### config.mk
export PLATFORM = sky130hd
export DESIGN_NAME = uart_report_arbiter
export DESIGN_NICKNAME = d
export VERILOG_FILES = /design/src/rtl/uart_report_arbiter.sv
export SDC_FILE = /design/constraint.sdc
export NUM_CORES = 1
export LEC_CHECK = 0
export ABC_AREA = 1
export ABC_CLOCK_PERIOD_IN_PS = 2800
export CAP_MARGIN = 10
export CORE_ASPECT_RATIO = 1.25
export CORE_MARGIN = 3
export CORE_UTILIZATION = 50
export CTS_CLUSTER_SIZE = 24
export DETAILED_ROUTE_END_ITERATION = 10
export HOLD_SLACK_MARGIN = 0.05
export PLACE_DENSITY = 0.84
export SYNTH_ARGS = -nofsm -noshare
export SYNTH_HDL_FRONTEND = slang
export SYNTH_SLANG_ARGS = --single-unit
### constraint.sdc
create_clock -name i_clk -period 2.8 [get_ports i_clk]
set_input_delay 0.56 -clock i_clk [delete_from_list [all_inputs] [get_ports i_clk]]
set_output_delay 0.56 -clock i_clk [all_outputs]
set_load 0.02 [all_outputs]
### src/rtl/uart_report_arbiter.sv
// ---------------------------------------------------------------------------
// uart_report_arbiter
// Shares one byte-wide UART transmitter between two report sources. Channel 0
// carries the threshold echo, channel 1 carries tracker target coordinates.
// Each granted request is sent as one frame:
//   FF FE FD FC, channel ID, payload (MSB byte first), checksum
// where checksum = (ID + payload bytes) mod 256. Requests are served round-robin.
//
// Ports
//   i_clk          system clock
//   i_rst_n        synchronous reset, active low
//   i_req0/1       level request, held until the matching grant
//   i_data0/1      payload, sampled during the grant cycle
//   o_gnt0/1       one-cycle pulse: channel granted, payload latched
//   o_done0/1      one-cycle pulse: channel frame fully sent
//   o_tx_data      byte for the transmitter, held from o_tx_start to i_tx_done
//   o_tx_start     one-cycle pulse: start sending o_tx_data
//   i_tx_done      one-cycle pulse from the transmitter: byte finished
//   o_busy         high from the grant cycle until back in idle
//   o_timeout_err  one-cycle pulse: frame aborted, transmitter never answered
// ---------------------------------------------------------------------------
module uart_report_arbiter #(
    parameter int          LEN0      = 6,
    parameter int          LEN1      = 4,
    parameter logic [31:0] TO_CYCLES = 32'd100000
) (
    input  logic              i_clk,
    input  logic              i_rst_n,
    input  logic              i_req0,
    input  logic [8*LEN0-1:0] i_data0,
    output logic              o_gnt0,
    output logic              o_done0,
    input  logic              i_req1,
    input  logic [8*LEN1-1:0] i_data1,
    output logic              o_gnt1,
    output logic              o_done1,
    output logic [7:0]        o_tx_data,
    output logic              o_tx_start,
    input  logic              i_tx_done,
    output logic              o_busy,
    output logic              o_timeout_err
);

    localparam int          LMAX  = (LEN0 > LEN1) ? LEN0 : LEN1;
    localparam int          PW    = 8 * LMAX;
    localparam logic [31:0] LAST0 = 32'(LEN0 + 5);
    localparam logic [31:0] LAST1 = 32'(LEN1 + 5);

    typedef enum logic [2:0] {
        S_IDLE,
        S_GRANT,
        S_SEND,
        S_WAIT,
        S_FINISH
    } state_t;

    state_t          r_state;
    logic            r_ch;
    logic            r_lastServed;
    logic [PW-1:0]   r_payload;
    logic [7:0]      r_id;
    logic [31:0]     r_last;
    logic [31:0]     r_idx;
    logic [7:0]      r_csum;
    logic [31:0]     r_timer;
    logic [7:0]      r_txData;
    logic            r_txStart;
    logic            r_gnt0;
    logic            r_gnt1;
    logic            r_done0;
    logic            r_done1;
    logic            r_busy;
    logic            r_timeoutErr;

    logic [PW-1:0]   w_load0;
    logic [PW-1:0]   w_load1;
    logic            w_pickCh;
    logic            w_isSummed;
    logic [7:0]      w_nextCsum;

    // Both payloads are stored left-aligned in one shared register so that
    // payload byte 0 is always the top byte, whichever channel owns the frame.
    assign w_load0 = PW'(i_data0) << (8 * (LMAX - LEN0));
    assign w_load1 = PW'(i_data1) << (8 * (LMAX - LEN1));

    // On a tie the channel that was not served last wins; otherwise the lone
    // requester wins (req1 alone picks 1, req0 alone picks 0).
    assign w_pickCh = (i_req0 && i_req1) ? ~r_lastServed : i_req1;

    // The byte currently held on o_tx_data (index r_idx) joins the checksum
    // only if it is the ID or a payload byte.
    assign w_isSummed = (r_idx >= 32'd4) && (r_idx < r_last);
    assign w_nextCsum = w_isSummed ? (r_csum + r_txData) : r_csum;

    // Frame byte at a given index; the checksum byte uses the supplied
    // accumulator so the caller can pass the freshly updated value.
    function automatic logic [7:0] byteAt(input logic [31:0] idx,
                                          input logic [7:0]  id,
                                          input logic [PW-1:0] payload,
                                          input logic [7:0]  csum,
                                          input logic [31:0] lastIdx);
        int pos;
        pos = int'(idx) - 5;
        if (idx == 32'd0)         return 8'hFF;
        else if (idx == 32'd1)    return 8'hFE;
        else if (idx == 32'd2)    return 8'hFD;
        else if (idx == 32'd3)    return 8'hFC;
        else if (idx == 32'd4)    return id;
        else if (idx == lastIdx)  return csum;
        else                      return payload[PW-1-8*pos -: 8];
    endfunction

    // Main controller: arbitration, frame sequencing and the byte handshake.
    // Every output is a register; pulse outputs default low each cycle.
    always_ff @(posedge i_clk) begin
        if (!i_rst_n) begin
            r_state      <= S_IDLE;
            r_ch         <= 1'b0;
            r_lastServed <= 1'b1;
            r_payload    <= '0;
            r_id         <= 8'h00;
            r_last       <= 32'd0;
            r_idx        <= 32'd0;
            r_csum       <= 8'h00;
            r_timer      <= 32'd0;
            r_txData     <= 8'h00;
            r_txStart    <= 1'b0;
            r_gnt0       <= 1'b0;
            r_gnt1       <= 1'b0;
            r_done0      <= 1'b0;
            r_done1      <= 1'b0;
            r_busy       <= 1'b0;
            r_timeoutErr <= 1'b0;
        end else begin
            r_gnt0       <= 1'b0;
            r_gnt1       <= 1'b0;
            r_done0      <= 1'b0;
            r_done1      <= 1'b0;
            r_txStart    <= 1'b0;
            r_timeoutErr <= 1'b0;
            case (r_state)
                S_IDLE: begin
                    if (i_req0 || i_req1) begin
                        r_ch    <= w_pickCh;
                        r_gnt0  <= ~w_pickCh;
                        r_gnt1  <= w_pickCh;
                        r_busy  <= 1'b1;
                        r_state <= S_GRANT;
                    end
                end
                S_GRANT: begin
                    // Rotating priority here means an aborted frame also counts as served.
                    r_lastServed <= r_ch;
                    if (r_ch) begin
                        r_payload <= w_load1;
                        r_id      <= 8'h01;
                        r_last    <= LAST1;
                    end else begin
                        r_payload <= w_load0;
                        r_id      <= 8'h00;
                        r_last    <= LAST0;
                    end
                    r_idx     <= 32'd0;
                    r_csum    <= 8'h00;
                    r_timer   <= 32'd0;
                    r_txData  <= 8'hFF;
                    r_txStart <= 1'b1;
                    r_state   <= S_SEND;
                end
                S_SEND: begin
                    r_timer <= 32'd0;
                    r_state <= S_WAIT;
                end
                S_WAIT: begin
                    if (i_tx_done) begin
                        if (r_idx == r_last) begin
                            r_done0 <= ~r_ch;
                            r_done1 <= r_ch;
                            r_state <= S_FINISH;
                        end else begin
                            r_idx     <= r_idx + 32'd1;
                            r_csum    <= w_nextCsum;
                            r_txData  <= byteAt(r_idx + 32'd1, r_id, r_payload, w_nextCsum, r_last);
                            r_txStart <= 1'b1;
                            r_state   <= S_SEND;
                        end
                    end else if (r_timer == TO_CYCLES - 32'd1) begin
                        r_timeoutErr <= 1'b1;
                        r_busy       <= 1'b0;
                        r_state      <= S_IDLE;
                    end else begin
                        r_timer <= r_timer + 32'd1;
                    end
                end
                S_FINISH: begin
                    r_busy  <= 1'b0;
                    r_state <= S_IDLE;
                end
                default: begin
                    r_state <= S_IDLE;
                end
            endcase
        end
    end

    assign o_gnt0        = r_gnt0;
    assign o_gnt1        = r_gnt1;
    assign o_done0       = r_done0;
    assign o_done1       = r_done1;
    assign o_tx_data     = r_txData;
    assign o_tx_start    = r_txStart;
    assign o_busy        = r_busy;
    assign o_timeout_err = r_timeoutErr;

endmodule

==> reports/metrics.csv, run 1 <==
metric,value,unit
postSynthCellCount,1281,
crit_fanout,6,
grt_max_degree,50,
fmax,0.3988,GHz
finalSetupTns,0,ps
ant_nets,0,
grt_usage,0.2463,
postLayoutCoreUtil,0.6372,
gpl.final_weighted_congestion,0.9058,
reg2reg_depth,17,
postCtsSetupBuffers,0,
dp.cells,1563,
status,"complete, no violations",
htreeDepth,4,
initial_core_util,0.5188,
path_cells,ha_1 > inv_1 > nor2_4 > nand2_1 > nor2_4 > nand2_1 > nand2_1 > nand2_1 > nor2_1 > nand2_1 > nor2_4 > nand2_2 > inv_2 > nand3_2 > o21ai_1 > nor2_2 > a21oi_1,
clock-sinks,143,
final_cells,1595,
firstDrtPassIters,5,
timing.final.crit_share,0.8955,
multi_input_area,4698,sq um
hold_class,reg2reg,
holdPathStages,2,
dp.final_hpwl,16490,um
place_ws,220.0,ps
cts.clk_slew.worst_paths,60,ps
slew_violations,0,
timing.rr.end,o_tx_data[6],
grt_antenna_before_repair,0,
seqCellArea,2867,sq um
cts_buffer_depth,2,
start_kind,flip-flop,
placed_cell_area,9475,sq um
syn-num-nets,1384,
async_flop_share,0,
die_area,18000,sq um
n_fill_cell,1459,
drtIter0Drc,575,
crit_path_end_kind,flip-flop,
cts_resized,0,
grt_pass1_wl,36440,um
port_buffers,99,
hold_start,r_payload[15],
reg2reg_slack,290,ps
ys.flop_type,dfxtp_1,
slew_headroom,0.6582,
routed_wl,22010,um
cts_tree,yes,
clock_skew,8.399,ps
worst_ep_arrival_time,2870,ps
clk_latency,430,ps
viasPerCell,5.353,
vdd_drop_max,437.5,uV
nets,1473,
num_rows,51,
synth_seq_cells,143,
whs_endpoint,r_payload[15],
post-route-min-period,2508,ps
rsz0062_at_grt,no,
overflow,0,
p_leak,0.003887,uW
ys_warn_count,0,
required,3160,ps
cap_violations,0,
r2r-start,r_idx[0],
vias,8538,
yosysSeqAreaShare,0.3487,
finalHoldViolations,0,
powerDensity,564.3,nW/um^2
synthesis.area,8210,sq um
worst_slack,292.5,ps
worst_pin_slew,512.1,ps
synthDistinctLibCells,43,
final_cell_area,10080,sq um
core,15830,sq um
antenna_cells,0,
die-width,120.6,um
die_h,149.3,um
io_pins,100,
cts-root-buf,clkbuf_16,
syn_area_per_cell,6.409,sq um
grt_pass1_vias,8084,
setup_viol,0,
drc,0,
synth-edff-count,0,
cp_common_cell,nand2_1,
cts_hold_buf,0,
wl_per_cell,13.80,um
crit_start,r_idx[0],
slowest_stage,dfxtp_2,
cpPeakStageDelay,390,ps
area_growth,22.81,%
drive_gt1_frac,0.06363,
cts-buffers-inserted,17,
worstSetupPathType,reg2reg,
## layout make-up
| type | count | area share |
|---|---|---|
| sequential | 143 | 0.2843 |
| multi-input combinational | 962 | 0.4659 |
| tap | 212 | 0.02631 |
| timing repair buffer | 116 | 0.1159 |
| clock inverter | 12 | 0.01489 |
| clock buffer | 20 | 0.04430 |
| inverter | 130 | 0.04839 |
## worst max path at each step
stage                     depth (start not counted)  slack, ps      endpoint
final                                            17        290  o_tx_data[6]
after global routing                             17         20  o_tx_data[6]
after CTS                                        17        240  o_tx_data[6]
after detailed placement                         11        220   r_timer[15]
after global placement                           11        270   r_timer[15]
after floorplan                                  20         60  o_tx_data[0]
## stage by stage
stage | power (uW) | hold WS (ps)
after CTS | 5686 | 462.4
after global placement | 3393 | 447.9
after global routing | 5912 | 478.9
after detailed placement | 3413 | 453.4
after floorplan | 3007 | 423.2
final | 5690 | 462.7
## synth_stat cells (5+ instances only)
library cell | number | share of area
nor2_1 | 139 | 0.064
dfxtp_1 | 143 | 0.35
nand4_1 | 20 | 0.015
inv_1 | 126 | 0.058
a31oi_1 | 44 | 0.034
xor2_1 | 11 | 0.012
a211oi_1 | 16 | 0.015
a21oi_1 | 78 | 0.048
nand2_2 | 5 | 0.0038
clkbuf_1 | 34 | 0.016
a22o_1 | 8 | 0.0085
nand3_1 | 54 | 0.033
nor4_1 | 6 | 0.0046
nor3_1 | 19 | 0.012
o21ai_0 | 65 | 0.040
nor2_2 | 7 | 0.0053
ha_1 | 17 | 0.026
nor2_4 | 9 | 0.012
nand2_1 | 418 | 0.19
o22ai_1 | 8 | 0.0061
buf_2 | 5 | 0.0030
## cells in the final DEF (no fill, tap or decap), types with 5 or more instances in the layout
| cell | n |
|---|---|
| nand2_1 | 418 |
| dfxtp_1 | 140 |
| nor2_1 | 135 |
| inv_1 | 125 |
| clkdlybuf4s50_1 | 99 |
| a21oi_1 | 78 |
| o21ai_0 | 65 |
| nand3_1 | 54 |
| a31oi_1 | 44 |
| nand4_1 | 20 |
| nor3_1 | 19 |
| ha_1 | 17 |
| clkbuf_16 | 17 |
| a211oi_1 | 16 |
| buf_4 | 13 |
| nor2_4 | 12 |
| xor2_1 | 10 |
| nor2_2 | 8 |
| o22ai_1 | 8 |
| a22o_1 | 8 |
| nor4_1 | 6 |
| inv_2 | 5 |
| nand2_2 | 5 |
## registers in the layout (all words and copies together), names as in the netlist, 2 cells and up
register,count
r_payload,48
r_idx,32
r_timer,32
o_tx_data,8
r_csum,8
r_state,3
r_last,2
## cells by family after synthesis
group / after synthesis / share of synthesized area
AOI/OAI and AO/OA: 238 / 0.1678
xor gates and xnor gates: 16 / 0.01798
adders and majority gates: 18 / 0.02834
DFF: 143 / 0.3487
and+or+nand+nor: 689 / 0.3529
buffers and inverters: 176 / 0.08305
muxes: 1 / 0.001219
## report_power, final
part | total (uW) | switching, uW | internal (uW)
clock network | 2300 | 941 | 1360
registers | 2270 | 111 | 2160
logic | 1120 | 667 | 450
total | 5690 | 1720 | 3970
## metal layers
layer | global-route usage | up-vias | share of wire
li1 | - | 4381 | -
met1 | 0.2734 | 3841 | 0.40
met2 | 0.4509 | 258 | 0.51
met3 | 0.04325 | 58 | 0.047
met4 | 0.1190 | 0 | 0.039
met5 | 0 | - | 0
## worst max-delay path: cells and delay by family, from the launching register on
kind,cells,cell delay [ps]
AND/OR/NAND/NOR,12,1380
flip-flops,1,390
AO/OA/AOI/OAI,2,250
adder cells (fa/ha/maj),1,220
buffers and inverters,2,190
Note: power is estimated with default switching activity, not from simulation.
==> run 2, diff against run 1 <==
Settings changed: SETUP_SLACK_MARGIN set to 0.02.
==> results of run 2 <==
The final DEF is identical to that of run 1; final timing and power are the same.
